### config.mk
export PLATFORM = sky130hd
export DESIGN_NAME = column_frame_strobe_ctrl
export DESIGN_NICKNAME = d
export VERILOG_FILES = /design/src/rtl/column_frame_strobe_ctrl.sv
export SDC_FILE = /design/constraint.sdc
export NUM_CORES = 1
export LEC_CHECK = 0
export CAP_MARGIN = 25
export CELL_PAD_IN_SITES_DETAIL_PLACEMENT = 0
export CELL_PAD_IN_SITES_GLOBAL_PLACEMENT = 1
export CORE_ASPECT_RATIO = 0.5
export CORE_MARGIN = 5
export CORE_UTILIZATION = 50
export CTS_BUF_LIST = sky130_fd_sc_hd__clkbuf_4
export CTS_CLUSTER_DIAMETER = 150
export DETAILED_ROUTE_END_ITERATION = 16
export DONT_BUFFER_PORTS = 1
export PLACE_DENSITY_LB_ADDON = 0.1
export SLEW_MARGIN = 0
export SYNTH_ARGS = -nofsm -noshare
export SYNTH_HDL_FRONTEND = slang
export SYNTH_SLANG_ARGS = --single-unit
### constraint.sdc
create_clock -name UserCLK -period 5 [get_ports UserCLK]
set_input_delay 1.5 -clock UserCLK [delete_from_list [all_inputs] [get_ports UserCLK]]
set_output_delay 1.5 -clock UserCLK [all_outputs]
set_load 0.1 [all_outputs]
### src/rtl/column_frame_strobe_ctrl.sv
// Per-column frame-strobe generator: filters config-bus frame writes by column and
// emits a timed one-hot FrameStrobe pulse. Optional feature macro: STROBE_COUNT_EN.
module column_frame_strobe_ctrl #(
  parameter int unsigned MaxFramesPerCol = 20,
  parameter int unsigned ColSelectWidth  = 5,
  parameter int unsigned FrameIdxWidth   = 5,
  parameter int unsigned Col             = 0,
  parameter int unsigned SetupCycles     = 1,
  parameter int unsigned PulseCycles     = 2,
  parameter int unsigned HoldCycles      = 1
) (
  input  logic                       UserCLK,
  input  logic                       Reset,
  input  logic [ColSelectWidth-1:0]  ColAddr,
  input  logic [FrameIdxWidth-1:0]   FrameIdx,
  input  logic                       Req_valid,
  output logic                       Req_ready,
  output logic [MaxFramesPerCol-1:0] FrameStrobe,
  output logic                       Busy,
  output logic                       Done,
  output logic                       AddrErr
`ifdef STROBE_COUNT_EN
  ,
  output logic [15:0]                StrobeCount
`endif
);

  localparam int unsigned CntW = 4;
  localparam logic [CntW-1:0] SetupLoad = CntW'(SetupCycles - 1);
  localparam logic [CntW-1:0] PulseLoad = CntW'(PulseCycles - 1);
  localparam logic [CntW-1:0] HoldLoad  = CntW'(HoldCycles - 1);

  typedef enum logic [1:0] {IDLE, SETUP, STROBE, HOLD} state_t;

  state_t                   state;
  logic [CntW-1:0]          cnt;
  logic [FrameIdxWidth-1:0] idx;

  logic own_col;
  logic idx_bad;
  logic accept;

  assign own_col = (ColAddr == ColSelectWidth'(Col));
  assign idx_bad = (32'(FrameIdx) >= MaxFramesPerCol);
  assign accept  = Req_valid & Req_ready;

  function automatic logic [MaxFramesPerCol-1:0] decode(input logic [FrameIdxWidth-1:0] i);
    decode = MaxFramesPerCol'(1) << i;
  endfunction

  // Single counter is reloaded on every state entry and counts down to zero.
  always_ff @(posedge UserCLK) begin
    if (Reset) begin
      state       <= IDLE;
      cnt         <= '0;
      idx         <= '0;
      FrameStrobe <= '0;
      Busy        <= 1'b0;
      Done        <= 1'b0;
      AddrErr     <= 1'b0;
      Req_ready   <= 1'b0;
    end else begin
      Done    <= 1'b0;
      AddrErr <= 1'b0;
      case (state)
        IDLE: begin
          Req_ready <= 1'b1;
          // Foreign-column requests are consumed silently; the shared bus owner is elsewhere.
          if (accept && own_col) begin
            if (idx_bad) begin
              AddrErr <= 1'b1;
            end else begin
              idx       <= FrameIdx;
              Req_ready <= 1'b0;
              Busy      <= 1'b1;
              if (SetupCycles == 0) begin
                state       <= STROBE;
                cnt         <= PulseLoad;
                FrameStrobe <= decode(FrameIdx);
              end else begin
                state <= SETUP;
                cnt   <= SetupLoad;
              end
            end
          end
        end
        SETUP: begin
          if (cnt == '0) begin
            state       <= STROBE;
            cnt         <= PulseLoad;
            FrameStrobe <= decode(idx);
          end else begin
            cnt <= cnt - CntW'(1);
          end
        end
        STROBE: begin
          if (cnt == '0) begin
            state       <= HOLD;
            cnt         <= HoldLoad;
            FrameStrobe <= '0;
            Done        <= (HoldCycles == 1);
          end else begin
            cnt <= cnt - CntW'(1);
          end
        end
        HOLD: begin
          if (cnt == '0) begin
            state     <= IDLE;
            Busy      <= 1'b0;
            Req_ready <= 1'b1;
          end else begin
            cnt  <= cnt - CntW'(1);
            Done <= (cnt == CntW'(1));
          end
        end
        default: state <= IDLE;
      endcase
    end
  end

`ifdef STROBE_COUNT_EN
  // Counts completed strobes only; rejects and address errors never raise Done.
  always_ff @(posedge UserCLK) begin
    if (Reset) begin
      StrobeCount <= '0;
    end else if (Done && (StrobeCount != 16'hFFFF)) begin
      StrobeCount <= StrobeCount + 16'd1;
    end
  end
`endif

endmodule

==> impl_metrics.toml, run 1 <==
[die]
die_area_mm2 = 0.004563
fp-row-count = 14
initial_core_util_pct = 53.06
die_h_um = 50.33
die_w_um = 90.66
core_mm2 = 0.003065
ios = 37

[logic_synthesis]
yosysSeqAreaShare_pct = 43.08
avgSynthCellArea_um2 = 9.138
async_reset_ff_share_pct = 0
synth_warnings = 0
synth_nets = 198
netlist_instances = 178
ys.flop_type = "dfxtp_1"
ys_types = 42
ys_ff_latch = 35
synth_edf_count = 0
netlist_area_mm2 = 0.001627

[finish]
stdcell_count = 217
fillers = 298
drive_gt1_share_pct = 10.73
n_antenna_cell = 0
nets = 196
mostFrequentLayoutCells = "dfxtp_1 (35), nor2_1 (29), inv_1 (8), nand2_1 (8), a21oi_1 (8)"
syn2layout_area_growth_pct = 6.385
final_area_mm2 = 0.001730
final_common_cell = "dfxtp_1"

[critical_path]
critPathMaxFanout = 2
critical_path_arrival_ps = 1340
r2r_start = "Req_ready"
critPathCaptureType = "output port"
crit_type = "reg -> out"
startpoint_type = "register"
cp_data_required_time_ps = 3500
startpoint = "FrameStrobe[12]"

[clocking]
cts_tree = "yes"
cts-hold-fix-buffers = 0
h-tree-depth = 2
clock-root-buffer = "clkbuf_4"
cts_made_buffers = 5
postCtsSetupBuffers = 0
cts_buffer_depth = 2
cts_resized = 0
worstSkewPairLatency_ps = 330
cts_sinks = 35
clkTransAtPathRegs_ps = 120

[sta]
finalSetupViolations = 0
hold_violations = 0
rsz0062_at_grt = "false"
tns_ps = 0
fin_worst_skew_ps = 7.746
worst_pin_slew_ps = 997.9
slew_headroom_pct = 33.38
fin_crit_sh_pct = 56.74
timing.hold.ws_ps = 564.7
finalCriticalPeriod_ps = 2837
maxSlewViolCount = 0
fmax_mhz = 352.5

[placement]
place_inst = 209
hpwl_um = 2465
gp_congestion = 0.7775
post_dp_cell_area_mm2 = 0.001645
io_buffers = 0

[run_status]
status = "complete, no violations"

[routing]
final_antenna_net_count = 0
drtPass1Iterations = 4
vias = 1295
drc_errors = 0
vias_per_cell = 5.968
drt_iter0_drc = 58
finalWirelength_um = 3529
wire_per_inst_um = 16.26

[grt]
grt_max_degree = 40
antenna_found_initial = 0
grtUsageTotal_pct = 15.72
overflow = 0
grt_pass1_vias = 1212
grt_pass1_wl_um = 5782

[worst_hold_path]
hold_path.class = "reg -> reg"
hp-start = "cnt[1]"

[flow_run]
max_cap_viol_count = 0

[power_and_ir_drop]
p_leak_nw = 0.6566
p_per_area_mw_per_mm2 = 364.2
vdd_drop_max_mv = 0.2365
-- synthesized netlist by cell type, types with 2 or more instances --
cell type / count / area [um^2]
dfxtp_1: 35 / 700.7
nor2_1: 29 / 108.9
clkbuf_1: 9 / 33.78
a21oi_1: 8 / 40.04
inv_1: 8 / 30.03
nand2_1: 8 / 30.03
a22oi_1: 7 / 52.55
a32oi_1: 7 / 61.31
ha_1: 7 / 87.58
mux2i_1: 5 / 50.05
nand3_1: 5 / 25.02
nor3_1: 5 / 25.02
o21ai_1: 5 / 25.02
nand4_1: 3 / 18.77
nor2b_1: 3 / 18.77
nor4_1: 3 / 18.77
o31ai_1: 3 / 22.52
and3_1: 2 / 12.51
or4_1: 2 / 15.01
or4b_1: 2 / 20.02
-- routing by layer --
metal	global-route usage, %	share of wire (%)	vias to the layer above
li1	-	-	646
met1	20.16	47	601
met2	23.61	42	46
met3	8.060	10	2
met4	3.713	0.31	0
met5	0	0	-
-- layout make-up --
| class | instances | area (um^2) | area share [%] |
|---|---|---|---|
| Multi-Input combinational cell | 125 | 857.1 | 49.53 |
| Sequential cell | 35 | 700.7 | 40.49 |
| Tap cell | 40 | 50.05 | 2.892 |
| Clock inverter | 3 | 47.55 | 2.748 |
| Clock buffer | 5 | 37.54 | 2.169 |
| Inverter | 8 | 30.03 | 1.735 |
| Timing Repair Buffer | 1 | 7.507 | 0.4338 |
-- per-stage QoR --
step / setup slack (ps) / util [%] / power (W)
6_report: 2163 / 56.45 / 0.0006303
5_1_grt: 2102 / 56.45 / 0.0006630
4_1_cts: 2141 / 56.45 / 0.0006376
3_5_place_dp: 2233 / 53.67 / 0.0004235
3_3_place_gp: 2262 / 53.67 / 0.0004217
2_1_floorplan: 2325 / - / 0.0004068
-- report_power, final --
group	internal, W	leakage (nW)	total [W]	switching [W]
Clock	0.000108	0.0458	0.000212	0.000104
Combinational	0.0000289	0.328	0.0000908	0.0000618
Sequential	0.000286	0.282	0.000328	0.0000416
Total	0.000423	0.657	0.000630	0.000207
-- flip-flops by register name (all words and copies together) (netlist names) --
register,cells
FrameStrobe,20
Req_ready,1
Busy,1
cnt,4
Done,1
idx,5
state,2
AddrErr,1
-- kinds of logic after synthesis --
kind of cell	Yosys count	share of synthesized area, %
buffers and inverters	18	4.230
AND/OR/NAND/NOR	75	26.69
multiplexers	6	3.769
adder cells (fa/ha/maj)	7	5.384
flip-flops	35	43.08
AO/OA/AOI/OAI	37	16.85
-- final timing paths --
kind	endpoint	slack [ps]	cells past startpoint
max	FrameStrobe[12]	2160	0
min	cnt[1]	560	2
max reg2reg	cnt[2]	2770	4
min reg2reg	cnt[1]	560	2
Note: power is estimated with default switching activity, not from simulation.
==> run 2: changes to the inputs <==
--- a/config.mk
+++ b/config.mk
@@ -10,7 +10,7 @@
 export CELL_PAD_IN_SITES_GLOBAL_PLACEMENT = 1
 export CORE_ASPECT_RATIO = 0.5
 export CORE_MARGIN = 5
-export CORE_UTILIZATION = 50
+export CORE_UTILIZATION = 48
 export CTS_BUF_LIST = sky130_fd_sc_hd__clkbuf_4
 export CTS_CLUSTER_DIAMETER = 150
 export DETAILED_ROUTE_END_ITERATION = 16
==> constraint.sdc (replaced) <==
create_clock -name UserCLK -period 2.8 [get_ports UserCLK]
set_input_delay 0.84 -clock UserCLK [delete_from_list [all_inputs] [get_ports UserCLK]]
set_output_delay 0.84 -clock UserCLK [all_outputs]
set_load 0.1 [all_outputs]
==> run 2 against run 1 <==
Design area grew 8.8%. First-iteration DRC count shrank 8.6%. Critical path depth grew 6. Register-to-register slack lost 1900 ps. Sequential share of layout area shrank 3.3 points. Critical endpoint is now state[0].
==> impl_metrics.toml, run 2 (synthesis gave the netlist of run 1 again) <==
[run_status]
status = "complete, no violations"

[grt]
top_usage_layer = "met2"
grt_util_met1_pct = 21.69
antenna_found_initial = 0
grtUsageTotal_pct = 16.33
grt_pass1_wl_um = 6037
use_met2_pct = 24.25
grt_pass1_vias = 1245
grt_max_degree = 40
met3_usage_pct = 7.038
overflow = 0

[clocking]
cts-hold-fix-buffers = 0
cts_buffer_depth = 2
worstSkewPairLatency_ps = 350
cts_tree = "yes"
postCtsSetupBuffers = 0
cts_made_buffers = 5
cts_sinks = 35
clkTransAtPathRegs_ps = 110
cts_resized = 0
clock-root-buffer = "clkbuf_4"
h-tree-depth = 2

[critical_path]
startpoint_type = "register"
critical_path_arrival_ps = 2230
startpoint = "state[0]"
slowest_delay_ps = 520
path_cells = "inv_1, ha_1, nor3_1, nor2_1, or4_1, o31ai_1"
cp_data_required_time_ps = 3060
critPathMaxFanout = 10
cp_top_family = "simple AND/OR/NAND/NOR gates"
cp_slowest_cell = "or4_1"
crit_type = "reg -> reg"
r2r_start = "state[0]"
critPathCaptureType = "register"
critical_path_buf_inv_count = 1

[routing]
vias_per_cell = 5.693
vias = 1372
drtPass1Iterations = 4
drt_iter0_drc = 53
final_antenna_net_count = 0
wire_per_inst_um = 15.25
drc_errors = 0
finalWirelength_um = 3675

[die]
core_mm2 = 0.003118
initial_core_util_pct = 52.17
die_area_mm2 = 0.004723
ios = 37
die_h_um = 51.16
fp-row-count = 14
die_w_um = 92.33

[finish]
reg_top3 = "FrameStrobe x20, idx x5, cnt x4"
largest_register_ffs = 20
seqCellArea_um2 = 700.7
mostFrequentLayoutCells = "dfxtp_1 (35), nor2_1 (29), buf_4 (25)"
n_antenna_cell = 0
regMostFlops = "FrameStrobe"
syn2layout_area_growth_pct = 15.77
drive_gt1_share_pct = 20.90
multi_input_area_um2 = 857.1
final_common_cell = "dfxtp_1"
nets = 220
final_area_mm2 = 0.001883
fillers = 273

[flow_run]
max_cap_viol_count = 0

[placement]
post_dp_cell_area_mm2 = 0.001826
hpwl_um = 2566
io_buffers = 0
gp_congestion = 0.7311

[sta]
fin_crit_sh_pct = 70.31
hold_violations = 0
fmax_mhz = 507.9
finalSetupViolations = 0
rsz0062_at_grt = "false"
slew_headroom_pct = 56.99
worst_pin_slew_ps = 636.2
finalCriticalPeriod_ps = 1969
maxSlewViolCount = 0
tns_ps = 0
fin_worst_skew_ps = 12.03

[power_and_ir_drop]
vdd_drop_max_mv = 0.3132
p_per_area_mw_per_mm2 = 549.4
power_w = 0.001035
p_leak_nw = 0.7699

[worst_hold_path]
hp-start = "FrameStrobe[6]"
hold_path.class = "reg -> reg"
[run 2: power breakdown]
part | total [W] | switching, W | internal [W] | leakage, nW
Combinational | 0.000236 | 0.000174 | 0.0000620 | 0.459
Clock | 0.000279 | 0.000182 | 0.0000962 | 0.0288
Sequential | 0.000520 | 0.00000805 | 0.000512 | 0.282
[run 2: layout make-up]
cell class                      count  area share (%)
Clock inverter                      3           1.063
Tap cell                           40           2.658
Sequential cell                    35           37.21
Multi-Input combinational cell    125           45.51
Timing Repair Buffer               25           9.967
Clock buffer                        5           1.993
Inverter                            8           1.595
[run 2: tightest hold or removal path, cell delays in order (launching register included)]
cell	delay, ps
dfxtp_1	320
nand2_1	50
a21oi_1	50
[run 2: path summary, 6_finish.rpt]
check        cells after the start              to  slack (ps)
min                              2  FrameStrobe[6]         450
max                              6        state[0]         830
max reg2reg                      6        state[0]         830
min reg2reg                      2  FrameStrobe[6]         450
[run 2: metrics by stage]
stage	hold slack [ps]	std cells	util, %	setup slack [ps]
floorplan	492.2	178	-	714.0
global placement	435.8	233	58.55	723.6
detailed placement	442.2	233	58.55	689.0
CTS	457.8	241	60.39	841.3
global route	476.6	241	60.39	677.5
finish	454.1	241	60.39	831.3
[run 2: routing by layer]
layer	part of all wire, %	vias up
li1	-	691
met3	7.3	3
met1	49	641
met4	0.35	0
met5	0	-
met2	43	37
